$ cat src/rtl/rmii_rx_framer.sv
// rmii_rx_framer: RMII receive front end.
// Samples 2-bit RXD/CRS_DV at the 50 MHz reference clock, strips the preamble and SFD,
// and emits payload bytes with the 4-byte FCS held back in a delay line. It checks CRC-32,
// length and dibit alignment, then reports one status strobe per frame.
// Ports:
//   clk, rst            reference clock, synchronous active-high reset
//   rmii_rxd[1:0]       receive dibit, LSB-first within a byte
//   rmii_crsdv          carrier sense / data valid
//   out_data[7:0]       payload byte, qualified by out_valid
//   out_valid, out_sof  byte strobe; sof marks the first payload byte
//   out_done            end-of-frame strobe carrying out_ok/out_len/out_err
//   out_len[10:0]       payload bytes emitted (FCS excluded)
//   out_err[3:0]        {align, long, runt, crc}
module rmii_rx_framer #(
  parameter int unsigned MIN_FRAME_BYTES = 64,
  parameter int unsigned MAX_FRAME_BYTES = 1518
) (
  input  logic        clk,
  input  logic        rst,
  input  logic [1:0]  rmii_rxd,
  input  logic        rmii_crsdv,
  output logic [7:0]  out_data,
  output logic        out_valid,
  output logic        out_sof,
  output logic        out_done,
  output logic        out_ok,
  output logic [10:0] out_len,
  output logic [3:0]  out_err
);

  localparam logic [10:0] MinLen   = 11'(MIN_FRAME_BYTES);
  localparam logic [10:0] MaxLen   = 11'(MAX_FRAME_BYTES);
  localparam logic [31:0] CrcPoly  = 32'hEDB88320;
  localparam logic [31:0] CrcMagic = 32'hDEBB20E3;

  typedef enum logic [2:0] {StIdle, StPre, StData, StDrop, StDone} state_e;

  state_e           state_q, state_d;
  logic [7:0]       shreg_q;
  logic [1:0]       dibit_cnt_q;
  logic [10:0]      byte_cnt_q;
  logic [10:0]      emit_cnt_q;
  logic [31:0]      crc_q;
  logic [3:0][7:0]  dly_q;
  logic [7:0]       data_q;
  logic             valid_q;
  logic             sof_q;

  logic [7:0]       new_byte;
  logic             byte_done;
  logic             frame_start;
  logic [3:0]       err;

  function automatic logic [31:0] crc_byte(input logic [31:0] c, input logic [7:0] d);
    logic [31:0] r;
    r = c ^ {24'h0, d};
    for (int i = 0; i < 8; i++) begin
      r = r[0] ? ((r >> 1) ^ CrcPoly) : (r >> 1);
    end
    return r;
  endfunction

  assign new_byte    = {rmii_rxd, shreg_q[7:2]};
  assign byte_done   = (state_q == StData) && rmii_crsdv && (dibit_cnt_q == 2'd3);
  assign frame_start = (state_q == StPre) && rmii_crsdv && (rmii_rxd == 2'b11);

  // State register
  always_ff @(posedge clk) begin
    if (rst) state_q <= StIdle;
    else     state_q <= state_d;
  end

  // Next-state logic
  always_comb begin
    state_d = state_q;
    unique case (state_q)
      StIdle: if (rmii_crsdv) state_d = (rmii_rxd == 2'b01) ? StPre : StDrop;
      StPre: begin
        if (!rmii_crsdv)             state_d = StIdle;
        else if (rmii_rxd == 2'b11)  state_d = StData;
        else if (rmii_rxd != 2'b01)  state_d = StDrop;
      end
      StData: if (!rmii_crsdv) state_d = StDone;
      StDrop: if (!rmii_crsdv) state_d = StIdle;
      StDone: state_d = StIdle;
      default: state_d = StIdle;
    endcase
  end

  // Datapath: shift register, delay line, CRC and counters
  always_ff @(posedge clk) begin
    if (rst) begin
      shreg_q     <= '0;
      dibit_cnt_q <= '0;
      byte_cnt_q  <= '0;
      emit_cnt_q  <= '0;
      crc_q       <= '1;
      dly_q       <= '0;
      data_q      <= '0;
      valid_q     <= 1'b0;
      sof_q       <= 1'b0;
    end else begin
      valid_q <= 1'b0;
      sof_q   <= 1'b0;
      if (frame_start) begin
        dibit_cnt_q <= '0;
        byte_cnt_q  <= '0;
        emit_cnt_q  <= '0;
        crc_q       <= '1;
      end else if (state_q == StData && rmii_crsdv) begin
        shreg_q     <= new_byte;
        dibit_cnt_q <= dibit_cnt_q + 2'd1;
        if (byte_done) begin
          dly_q <= {dly_q[2:0], new_byte};
          crc_q <= crc_byte(crc_q, new_byte);
          if (byte_cnt_q != 11'h7FF) byte_cnt_q <= byte_cnt_q + 11'd1;
          // Byte N = byte_cnt-4 leaves the delay line; cap emission at MAX-4 payload bytes.
          if (byte_cnt_q >= 11'd4 && byte_cnt_q < MaxLen) begin
            data_q     <= dly_q[3];
            valid_q    <= 1'b1;
            sof_q      <= (byte_cnt_q == 11'd4);
            emit_cnt_q <= emit_cnt_q + 11'd1;
          end
        end
      end
    end
  end

  // Output logic
  always_comb begin
    err[0]    = (crc_q != CrcMagic) || (byte_cnt_q < 11'd4);
    err[1]    = byte_cnt_q < MinLen;
    err[2]    = byte_cnt_q > MaxLen;
    err[3]    = dibit_cnt_q != 2'd0;
    out_done  = (state_q == StDone);
    out_err   = out_done ? err : 4'b0;
    out_ok    = out_done && (err == 4'b0);
    out_len   = out_done ? emit_cnt_q : 11'd0;
    out_data  = data_q;
    out_valid = valid_q;
    out_sof   = sof_q;
  end

endmodule

$ cat config.mk
export PLATFORM = sky130hd
export DESIGN_NAME = rmii_rx_framer
export DESIGN_NICKNAME = d
export VERILOG_FILES = /design/src/rtl/rmii_rx_framer.sv
export SDC_FILE = /design/constraint.sdc
export NUM_CORES = 1
export LEC_CHECK = 0
export BUFFER_PORTS_ARGS = -buffer_cell sky130_fd_sc_hd__buf_2
export CORE_MARGIN = 3
export CORE_UTILIZATION = 45
export DETAILED_ROUTE_END_ITERATION = 10
export SLEW_MARGIN = 10
export SYNTH_ARGS = -nofsm -noshare
export SYNTH_HDL_FRONTEND = slang
export SYNTH_SLANG_ARGS = --single-unit
$ cat constraint.sdc
create_clock -name clk -period 2.4 [get_ports clk]
set_input_delay 0.12 -clock clk [delete_from_list [all_inputs] [get_ports clk]]
set_output_delay 0.12 -clock clk [all_outputs]
set_load 0.02 [all_outputs]
# Yosys cells after proc, flatten, opt, wreduce, memory -nomap -nowiden
# Cells that the tools add are included.
[op_classes] addsub=3 magnitude_cmp=5 n_eq_ne=15 muxes=19 bitwise_logic=13 reduce_logical=20
[op_table] operator="two-way mux 32 bit" count=8
[op_table] operator="NOT 13 -> 14 bit" count=8
[op_table] operator="inequality test 32 bit, second input constant" count=1
[op_table] operator="XOR 32 x 8 -> 32 bit" count=1
[op_table] operator="adder 11 x 1 -> 11 bit, second input constant" count=2
[op_table] operator="two-way mux 3 bit" count=6
[op_table] operator="case mux 3 bit (4 select lines)" count=1
[op_table] operator="== test 11 x 3 -> 1 bit, second input constant" count=1
[op_table] operator="greater-or-equal comparator 11 x 3 -> 1 bit, second input constant" count=1
[op_table] operator="greater-than comparator 11 bit, second input constant" count=1
[op_table] operator="< comparator 11 bit, second input constant" count=1
[op_table] operator="< comparator 11 x 3 -> 1 bit, second input constant" count=1
[op_table] operator="< comparator 11 x 7 -> 1 bit, second input constant" count=1
[op_table] operator="two-way mux 11 bit" count=1
[op_table] operator="inequality test 11 bit, second input constant" count=1
[op_table] operator="AND reduction 3 bit" count=3
[op_table] operator="AND reduction 4 bit" count=2
[op_table] operator="== test 3 x 2 -> 1 bit, second input constant" count=2
[op_table] operator="logical AND 1 bit" count=6
[op_table] operator="inequality test 2 bit, second input constant" count=3
[op_table] operator="OR reduction 5 bit" count=1
[op_table] operator="== test 2 bit, second input constant" count=2
[op_table] operator="zero test 4 bit" count=1
[op_table] operator="two-way mux 4 bit" count=1
[op_table] operator="15 further kinds" count=19
[totals] ff_bits=109 in_bits=5 elab_cells=88

# Logic depth before layout (Yosys ltp)
# Gate-level depths: netlist of run 1.
[depth] depth_word=17 ltp_mapped=7 mapped_depth_nobuf=6

# Worst setup path before layout of run 1
# Ideal clock, no wire load.
[synth_timing] path_kind="register -> register" startpoint="reg shreg_q[3]" endpoint="reg crc_q[24]" arrival_ns=1.971 path_slack_ns=0.308 stages_incl_launch_ff=6 n_path_buf=0 cell_sequence="dfxtp_1 xor2_4 xor2_4 xnor3_1 or4_1 o311a_1"
[synth_via] elab_chain_cells=13
[synth_rtl] item="start, declared" line_no="39" source="logic [7:0] shreg_q;"
[synth_rtl] item="start signal, assigned" line_no="111" source="shreg_q <= new_byte;"
[synth_rtl] item="XOR 32 x 8 -> 32 bit *" line_no="56" source="r = c ^ {24'h0, d};"
[synth_rtl] item="two-way mux 32 bit * (2 in a row)" line_no="58" source="r = r[0] ? ((r >> 1) ^ CrcPoly) : (r >> 1);"
[synth_rtl] item="NOT 13 -> 14 bit (no source line)"
[synth_rtl] item="two-way mux 32 bit * (2 in a row)" line_no="58"
[synth_rtl] item="NOT 13 -> 14 bit (no source line)"
[synth_rtl] item="two-way mux 32 bit *" line_no="58"
[synth_rtl] item="NOT 13 -> 14 bit (no source line)"
[synth_rtl] item="two-way mux 32 bit * (2 in a row)" line_no="58"
[synth_rtl] item="NOT 13 -> 14 bit (no source line)"
[synth_rtl] item="two-way mux 32 bit *" line_no="58"
[synth_rtl] item="end signal, assigned" line_no="115" source="crc_q <= crc_byte(crc_q, new_byte);"
[synth_rtl] item="end, declared" line_no="43" source="logic [31:0] crc_q;"
# Mark *: on every way between the ends. The rest lies on a longest branch, timed or not.
# A chain may end at the register's enable or synchronous reset.

# Final worst setup path of run 1
[layout_timing] startpoint="reg byte_cnt_q[3]" endpoint="reg emit_cnt_q[8]"
[layout_via] elab_chain_cells=3 word_cells_on_any_way=4 classes_between="order compare: 2; reduce/logical: 2"
[layout_rtl] item="start, declared" line_no="41" source="logic [10:0] byte_cnt_q;"
[layout_rtl] item="start signal, assigned" line_no="116" source="if (byte_cnt_q != 11'h7FF) byte_cnt_q <= byte_cnt_q + 11'd1;"
[layout_rtl] item="greater-or-equal comparator 11 x 3 -> 1 bit / < comparator 11 bit (equally long branches)" line_no="118" source="if (byte_cnt_q >= 11'd4 && byte_cnt_q < MaxLen) begin"
[layout_rtl] item="logical AND 1 bit *" line_no="118"
[layout_rtl] item="AND reduction 3 bit (no source line) *"
[layout_rtl] item="end signal, assigned" line_no="122" source="emit_cnt_q <= emit_cnt_q + 11'd1;"
[layout_rtl] item="end, declared" line_no="42" source="logic [10:0] emit_cnt_q;"
# Marks and branches as above.

==> flow_metrics.tcl, run 1 <==
set metrics [dict create \
    dpl.cell_count 713 \
    p_per_area_nw_per_um2 549 \
    clock_path_buffers 2 \
    die_x_um 111 \
    synth_edf_count 0 \
    grt_first_pass_wirelength_mm 18.1 \
    worstSetupPathType "flip-flop to flip-flop" \
    irDropWorstVdd_mv 0.368 \
    critPathMaxFanout 6 \
    maxSlewHeadroom_pct 32.3 \
    leakagePower_nw 2.19 \
    tns_ns 0 \
    ys_ff_latch 107 \
    ys_types 53 \
    fin_nets 600 \
    holdWs_ns 0.0369 \
    setup_viol 0 \
    cp-end-kind "flip-flop" \
    cp-start-kind "flip-flop" \
    final_cell_count_no_fill 731 \
    grt_overflow_total 0 \
    post-dp-hpwl_mm 7.47 \
    die-area_um2 12400 \
    gp_congestion 0.825 \
    status "completed" \
    grt_max_degree 53 \
    fin_skew_ns 0.0132 \
    cts.sink_count 107 \
    core_area_um2 10600 \
    rows 37 \
    grt_util_all_layers_pct 17.6 \
    clk_pin_slew_ns 0.12 \
    cts_tree "yes" \
    cap_violations 0 \
    cp.required_ns 2.68 \
    drc_errors 0 \
    synth_fp_nets 566 \
    synth_area_um2 5000 \
    synth-async-reset-ratio_pct 0 \
    synthFlopType "dfxtp_1" \
    layout_setup_ws_ns 0.0609 \
    period_needed_ns 2.34 \
    ys_warn_count 0 \
    grt_pass1_vias 3671 \
    n_antenna_cell 0 \
    initial_utilization_pct 47.4 \
    root_buffer "clkbuf_8" \
    io_buffers 31 \
    die_h_um 111 \
    antenna_found_initial 0 \
    hold_viol 0 \
    fmax_ghz 0.428 \
    syn_to_final_growth_pct 12.5 \
    cts-htree-levels 3 \
    preCtsSetupSlack_ns -0.0384 \
    io_pins 32 \
    final_cell_mix "dfxtp_1 (107), nand2_1 (102), xnor2_1 (53), nor2_1 (45), a21oi_1 (41)" \
    first_pass_iters 5 \
    drt_wl_total_mm 10.9 \
    cts-buffers-inserted 9 \
    synthCells 556 \
    slew_viol_final 0 \
    layout.cells.most_common "dfxtp_1" \
    worst_pin_slew_ns 1.01 \
    drtIter0Drc 296 \
    ys_seq_area_share_pct 42.8 \
    post_drt_wl_per_cell_um 14.9 \
    period_share_pct 97.5 \
    clk_latency_ns 0.38 \
    antenna_left 0 \
    via_per_inst 5.25 \
    crit_arrival_ns 2.62 \
    avgSynthCellArea_um2 9.00 \
    drive_gt1_share_pct 15.3 \
    vias 3839 \
    hp-class "primary input to flip-flop" \
    cts_setup_buffers 0 \
    post-route-util_pct 53.3 \
    rsz0062_at_grt "false" \
]
[stage by stage]
stage | instance area (um2) | total power [W]
3_3_place_gp | 5370 | 0.00199
4_1_cts | 5610 | 0.00314
3_5_place_dp | 5370 | 0.00199
5_1_grt | 5630 | 0.00323
6_report | 5630 | 0.00309
2_1_floorplan | 5000 | 0.00195
[registers in the layout, summed over array words and instances, names as in the netlist]
name,count
out_data,8
byte_cnt_q,11
emit_cnt_q,11
state_q,3
out_sof,1
shreg_q,6
out_valid,1
dibit_cnt_q,2
crc_q,32
dly_q,32
[synthesized netlist by cell type, types with 3 or more instances]
| cell | instances | area [um2] |
|---|---|---|
| a2111oi_0 | 4 | 35.0 |
| a21oi_1 | 42 | 210 |
| and2_1 | 3 | 18.8 |
| and3_1 | 11 | 68.8 |
| and4_1 | 5 | 43.8 |
| clkbuf_1 | 26 | 97.6 |
| dfxtp_1 | 107 | 2140 |
| ha_1 | 5 | 62.6 |
| inv_1 | 10 | 37.5 |
| mux2i_1 | 15 | 150 |
| nand2_1 | 103 | 387 |
| nand3_1 | 8 | 40.0 |
| nand4_1 | 5 | 31.3 |
| nor2_1 | 45 | 169 |
| nor3_1 | 6 | 30.0 |
| nor3b_1 | 3 | 22.5 |
| nor4_1 | 6 | 37.5 |
| nor4b_1 | 3 | 26.3 |
| o211ai_1 | 27 | 203 |
| o21ai_0 | 6 | 30.0 |
| or3_1 | 3 | 18.8 |
| xnor2_1 | 53 | 464 |
| xnor2_2 | 4 | 65.1 |
| xnor3_1 | 3 | 67.6 |
| xor2_1 | 17 | 149 |
| xor2_4 | 3 | 82.6 |
[what timing repair did]
item / 4_1_cts / 5_1_grt
endpoints found under the setup margin: 2 / 2
hold endpoints to repair: 1 / 0
resized for setup: 2 / 3
hold buffers: 2 / 0
[where the power goes]
| part | total, W | internal, W | switching, W | leakage [nW] |
|---|---|---|---|---|
| Clock | 0.00114 | 0.000426 | 0.000711 | 0.107 |
| Sequential | 0.00178 | 0.00178 | 0.00000479 | 0.863 |
| Combinational | 0.000170 | 0.0000715 | 0.0000989 | 1.22 |
| Total | 0.00309 | 0.00228 | 0.000815 | 2.19 |
[worst paths after layout]
path | startpoint | endpoint | slack, ns | cells past startpoint
max reg2reg | byte_cnt_q[3] | emit_cnt_q[8] | 0.06 | 5
min | rmii_rxd[0] | dly_q[6] | 0.04 | 3
max | byte_cnt_q[3] | emit_cnt_q[8] | 0.06 | 5
min reg2reg | dly_q[6] | dly_q[14] | 0.46 | 2
[cells by family (layout without fill, tap and decap cells)]
kind of cell | Yosys count | count (layout) | share of synthesized area (%)
simple gates | 212 | 212 | 19.8
compound gates | 93 | 93 | 11.8
mux | 16 | 16 | 3.23
buf+inv | 41 | 80 | 3.65
xor+xnor | 82 | 82 | 17.4
flops | 107 | 107 | 42.8
fa+ha+maj | 5 | 5 | 1.25
[metal layers]
metal  vias to the layer above  track usage, %  part of all wire, %
met5                         -               0                    0
met4                         0            5.52                  1.5
met3                        18            3.32                  3.3
met2                        72            28.5                   47
met1                      1790            23.9                   48
li1                       1959               -                    -
[layout make-up]
type	count	area (um2)
Multi-Input combinational cell	408	2720
Inverter	10	37.5
Clock inverter	7	88.8
Clock buffer	9	124
Timing Repair Buffer	54	345
Tap cell	136	170
Fill cell	998	4930
Sequential cell	107	2140
[critical path, stage by stage, from the launching register on]
cell	delay [ns]
dfxtp_1	0.37
a31oi_1	0.20
o21bai_1	0.21
a2111oi_1	0.98
nand3_1	0.17
mux2_2	0.30
(Power assumes the default switching activity.)
==> run 2, diff against run 1 <==
ABC_AREA = 1   (was not set)
BUFFER_PORTS_ARGS = not set   (was -buffer_cell sky130_fd_sc_hd__buf_2)
DONT_BUFFER_PORTS = 1   (was not set)
==> flow_metrics.tcl, run 2 <==
set metrics [dict create \
    cts_setup_buffers 0 \
    hp-class "primary input to flip-flop" \
    cp-end-kind "primary output" \
    first_pass_iters 6 \
    grt_overflow_total 0 \
    clock_path_buffers 2 \
    via_per_inst 5.09 \
    crit_slowest_cell "nor3_1" \
    slew_viol_final 0 \
    crit_buf_inv 0 \
    ys_types 36 \
    ys_seq_area_share_pct 38.4 \
    hold_viol 0 \
    status "completed" \
    vias 5093 \
    drc_errors 0 \
    root_buffer "clkbuf_16" \
    preCtsSetupSlack_ns 0.455 \
    avgSynthCellArea_um2 6.68 \
    grt_util_all_layers_pct 20.0 \
    post-route-util_pct 49.9 \
    clk_pin_slew_ns 0.07 \
    cp-start-kind "flip-flop" \
    holdWs_ns 0.138 \
    drtIter0Drc 366 \
    rows 40 \
    syn_to_final_growth_pct 7.90 \
    cp_cell_sequence "nand2_1 > nor3_1 > nand4_1 > nor3_1 > nand4_1 > nor2_1" \
    layout.cells.most_common "nand2_1" \
    final_cell_mix "nand2_1 (225), nor2_1 (108), dfxtp_1 (107), inv_1 (76), a21oi_1 (68)" \
    drive_gt1_share_pct 6.01 \
    cts-buffers-inserted 9 \
    cp.required_ns 2.28 \
    synth_area_leaders "dfxtp_1 (38%), nand2_1 (15%), nor2_1 (7.3%), a21oi_1 (6.1%), o21ai_0 (5.3%)" \
    cts_tree "yes" \
    setup_viol 0 \
    synthCells 835 \
    p_per_area_nw_per_um2 711 \
    synth_area_um2 5580 \
    io_buffers 0 \
    die-area_um2 13800 \
    io_pins 32 \
    die_x_um 117 \
    die_h_um 117 \
    rsz0062_at_grt "false" \
    core_area_um2 12100 \
    initial_utilization_pct 46.2 \
    grt_max_degree 64 \
    fmax_ghz 0.453 \
    synthFlopType "dfxtp_1" \
    fin_skew_ns 0.00827 \
    critPathMaxFanout 4 \
    tns_ns 0 \
    cap_violations 0 \
    ys_warn_count 0 \
    reg_top3 "crc_q x32, dly_q x32" \
    worst_pin_slew_ns 0.674 \
    drt_wl_total_mm 13.8 \
    synth_fp_nets 845 \
    layout_setup_ws_ns 0.191 \
    crit_family "simple AND/OR/NAND/NOR gates" \
    crit_arrival_ns 2.09 \
    synth_edf_count 0 \
    antenna_found_initial 0 \
    cts.sink_count 107 \
    yosys.area.top_type "dfxtp_1" \
    synth-async-reset-ratio_pct 0 \
    slowest_delay_ns 0.43 \
    post-synth-top-count-cell "nand2_1" \
    irDropWorstVdd_mv 0.469 \
    worstSetupPathType "flip-flop to primary output" \
    grt_pass1_vias 4584 \
    post-dp-hpwl_mm 9.51 \
    grt_first_pass_wirelength_mm 22.8 \
    yosysTopAreaCellShare_pct 38.4 \
    post_drt_wl_per_cell_um 13.8 \
    synth_common_cells "nand2_1 (225), nor2_1 (108), dfxtp_1 (107), inv_1 (76), a21oi_1 (68)" \
    clk_latency_ns 0.35 \
    leakagePower_nw 2.69 \
    ys_ff_latch 107 \
    cts-htree-levels 3 \
    antenna_left 0 \
    maxSlewHeadroom_pct 55.0 \
    period_share_pct 92.0 \
    period_needed_ns 2.21 \
    fin_nets 838 \
    n_antenna_cell 0 \
    gp_congestion 0.894 \
]
run 2: changes by cell type in the layout (fill, tap and decap cells not counted), sizes merged, moves of 9 or more:
cell and change:
a21oi +26, o211ai -21, nand2 +131, xor2 +9, buf -43, xnor2 -48
mux2i -15, inv +70, nand3 +42, and3 -11, nor2 +68, o21ai +62
run 2: metrics by stage:
stage,total power (W),area (um2),std cells
2_1_floorplan,0.00267,5580,835
3_3_place_gp,0.00287,5710,982
3_5_place_dp,0.00290,5710,982
4_1_cts,0.00432,6020,1000
5_1_grt,0.00453,6020,1000
6_report,0.00428,6020,1000
run 2: logic make-up after synthesis:
family / Yosys count / share of synthesized area [%]
AOI/OAI and AO/OA: 147 / 13.7
xor gates and xnor gates: 39 / 6.26
adders and majority gates: 5 / 1.12
buffers and inverters: 111 / 8.16
DFF: 107 / 38.4
and+or+nand+nor: 426 / 32.3
run 2: metal layers:
| layer | share of wire, % | track usage [%] | vias up |
|---|---|---|---|
| met2 | 47 | 33.2 | 113 |
| met5 | 0 | 0 | - |
| met3 | 4.5 | 4.68 | 8 |
| met4 | 0.81 | 4.25 | 0 |
| li1 | - | - | 2640 |
| met1 | 48 | 26.7 | 2332 |
run 2: final cells by class:
class | count | area (um2)
Fill cell | 1211 | 6040
Clock inverter | 6 | 48.8
Timing Repair Buffer | 12 | 97.6
Multi-Input combinational cell | 617 | 2990
Tap cell | 168 | 210
Sequential cell | 107 | 2140
Inverter | 81 | 307
Clock buffer | 9 | 225
run 2: final timing paths:
check / from / endpoint / slack [ns] / cells past startpoint
worst min-delay path: rmii_crsdv / state_q[0] / 0.14 / 4
worst max register to register: state_q[1] / byte_cnt_q[2] / 0.41 / 9
worst min register to register: dly_q[4] / dly_q[4] / 0.47 / 2
worst max-delay path: crc_q[26] / out_ok / 0.19 / 6
run 2: where the power goes:
group | switching [W] | total [W] | leakage (nW) | internal, W
registers | 0.0000478 | 0.00187 | 0.864 | 0.00182
logic | 0.000709 | 0.00101 | 1.70 | 0.000301
clock network | 0.000694 | 0.00141 | 0.130 | 0.000711
total | 0.00145 | 0.00428 | 2.69 | 0.00283
run 2: repair_timing:
item                                   CTS  global route
endpoints found under the hold margin    9             0
gates resized for setup                  0             0
hold buffers                             3             0
run 2: tightest hold or removal path: stages:
cell and delay [ns]:
inv_1 0.04, nand3_1 0.11, o211ai_1 0.10, nor2_1 0.09
==> run 3, diff against run 2 <==
CTS_BUF_LIST = sky130_fd_sc_hd__clkbuf_8   (was not set)
CTS_CLUSTER_SIZE = 8   (was not set)
==> flow_metrics.tcl, run 3 (same netlist as run 2, synthesis figures left out) <==
set metrics [dict create \
    final_cell_mix "nand2_1 (225), nor2_1 (108), dfxtp_1 (107), inv_1 (76), a21oi_1 (68)" \
    io_pins 32 \
    io_buffers 0 \
    worstSetupPathType "flip-flop to primary output" \
    grt_overflow_total 0 \
    grt_first_pass_wirelength_mm 22.7 \
    post_drt_wl_per_cell_um 13.6 \
    post-route-util_pct 49.1 \
    drtIter0Drc 384 \
    ff_latch_area_um2 2140 \
    cap_violations 0 \
    cp-end-kind "primary output" \
    clk_latency_ns 0.38 \
    holdWs_ns 0.102 \
    leakagePower_nw 2.65 \
    antenna_found_initial 0 \
    syn_to_final_growth_pct 6.08 \
    root_buffer "clkbuf_8" \
    die_h_um 117 \
    reg_top3 "crc_q x32, dly_q x32" \
    fin_nets 838 \
    critPathMaxFanout 4 \
    layout.cells.most_common "nand2_1" \
    drt_wl_total_mm 13.6 \
    cp.required_ns 2.28 \
    drive_gt1_share_pct 6.01 \
    crit_arrival_ns 2.10 \
    grt_pass1_vias 4581 \
    cts-buffers-inserted 9 \
    setup_viol 0 \
    antenna_left 0 \
    n_fill_cell 1230 \
    drc_errors 0 \
    hp-class "primary input to flip-flop" \
    status "completed" \
    first_pass_iters 5 \
    initial_utilization_pct 46.2 \
    cts_setup_buffers 0 \
    tns_ns 0 \
    clock_path_buffers 2 \
    fin_skew_ns 0.0118 \
    rsz0062_at_grt "false" \
    post-dp-hpwl_mm 9.51 \
    core_area_um2 12100 \
    grt_max_degree 64 \
    hold_viol 0 \
    clk_pin_slew_ns 0.10 \
    maxSlewHeadroom_pct 54.1 \
    worst_pin_slew_ns 0.688 \
    n_antenna_cell 0 \
    design_area_um2 5920 \
    die-area_um2 13800 \
    cts-htree-levels 3 \
    irDropWorstVdd_mv 0.453 \
    hold_buffers 3 \
    cts_tree "yes" \
    grt_util_all_layers_pct 19.9 \
    die_x_um 117 \
    period_needed_ns 2.22 \
    gp_congestion 0.894 \
    cp-start-kind "flip-flop" \
    period_share_pct 92.7 \
    multi_input_area_um2 2990 \
    p_per_area_nw_per_um2 660 \
    cts.sink_count 107 \
    cts.repair.resized 0 \
    placed_area_um2 5710 \
    vias 5089 \
    slew_viol_final 0 \
    rows 40 \
    fmax_ghz 0.450 \
    via_per_inst 5.09 \
]
-- run 3: changes by cell type in the layout (fill, tap and decap cells not counted) --
cell and delta:
clkbuf_16 -9, clkbuf_8 +9
-- run 3: routing by layer --
layer	vias up	share of wire [%]	GRT usage, %
met5	-	0	0
met2	111	47	33.3
met4	0	0.61	3.81
met1	2329	49	26.4
li1	2644	-	-
met3	5	4.2	4.82
-- run 3: worst max-delay path, stage by stage (launching register included) --
cell     delay [ns]
dfxtp_1        0.42
nand2_1        0.08
nor3_1         0.18
nand4_1        0.14
nor3_1         0.41
nand4_1        0.14
nor2_1         0.36
-- run 3: final cells by class --
cell class	instances	share of cell area [%]
Clock inverter	6	0.825
Tap cell	168	3.55
Sequential cell	107	36.2
Clock buffer	9	2.09
Multi-Input combinational cell	617	50.5
Timing Repair Buffer	12	1.65
Inverter	81	5.18
-- run 3: power by group --
part           internal, W  total [W]  switching (W)
clock             0.000385    0.00103       0.000647
combinational     0.000301    0.00100       0.000704
sequential         0.00182    0.00187      0.0000479
total              0.00250    0.00390        0.00140
-- run 3: path summary, 6_finish.rpt --
kind | startpoint | endpoint | slack [ns] | cells past startpoint
setup / recovery | crc_q[26] | out_ok | 0.18 | 6
hold / removal | rmii_crsdv | state_q[0] | 0.10 | 4
setup reg to reg | state_q[1] | byte_cnt_q[2] | 0.41 | 9
hold reg to reg | dly_q[3] | dly_q[3] | 0.47 | 2
-- run 3: per-stage QoR --
stage	std cells	worst slack [ns]	total power [W]
finish	1000	0.176	0.00390
global route	1000	0.0218	0.00416
CTS	1000	0.168	0.00395
detailed placement	982	0.455	0.00290
global placement	982	0.524	0.00287
floorplan	835	0.677	0.00267
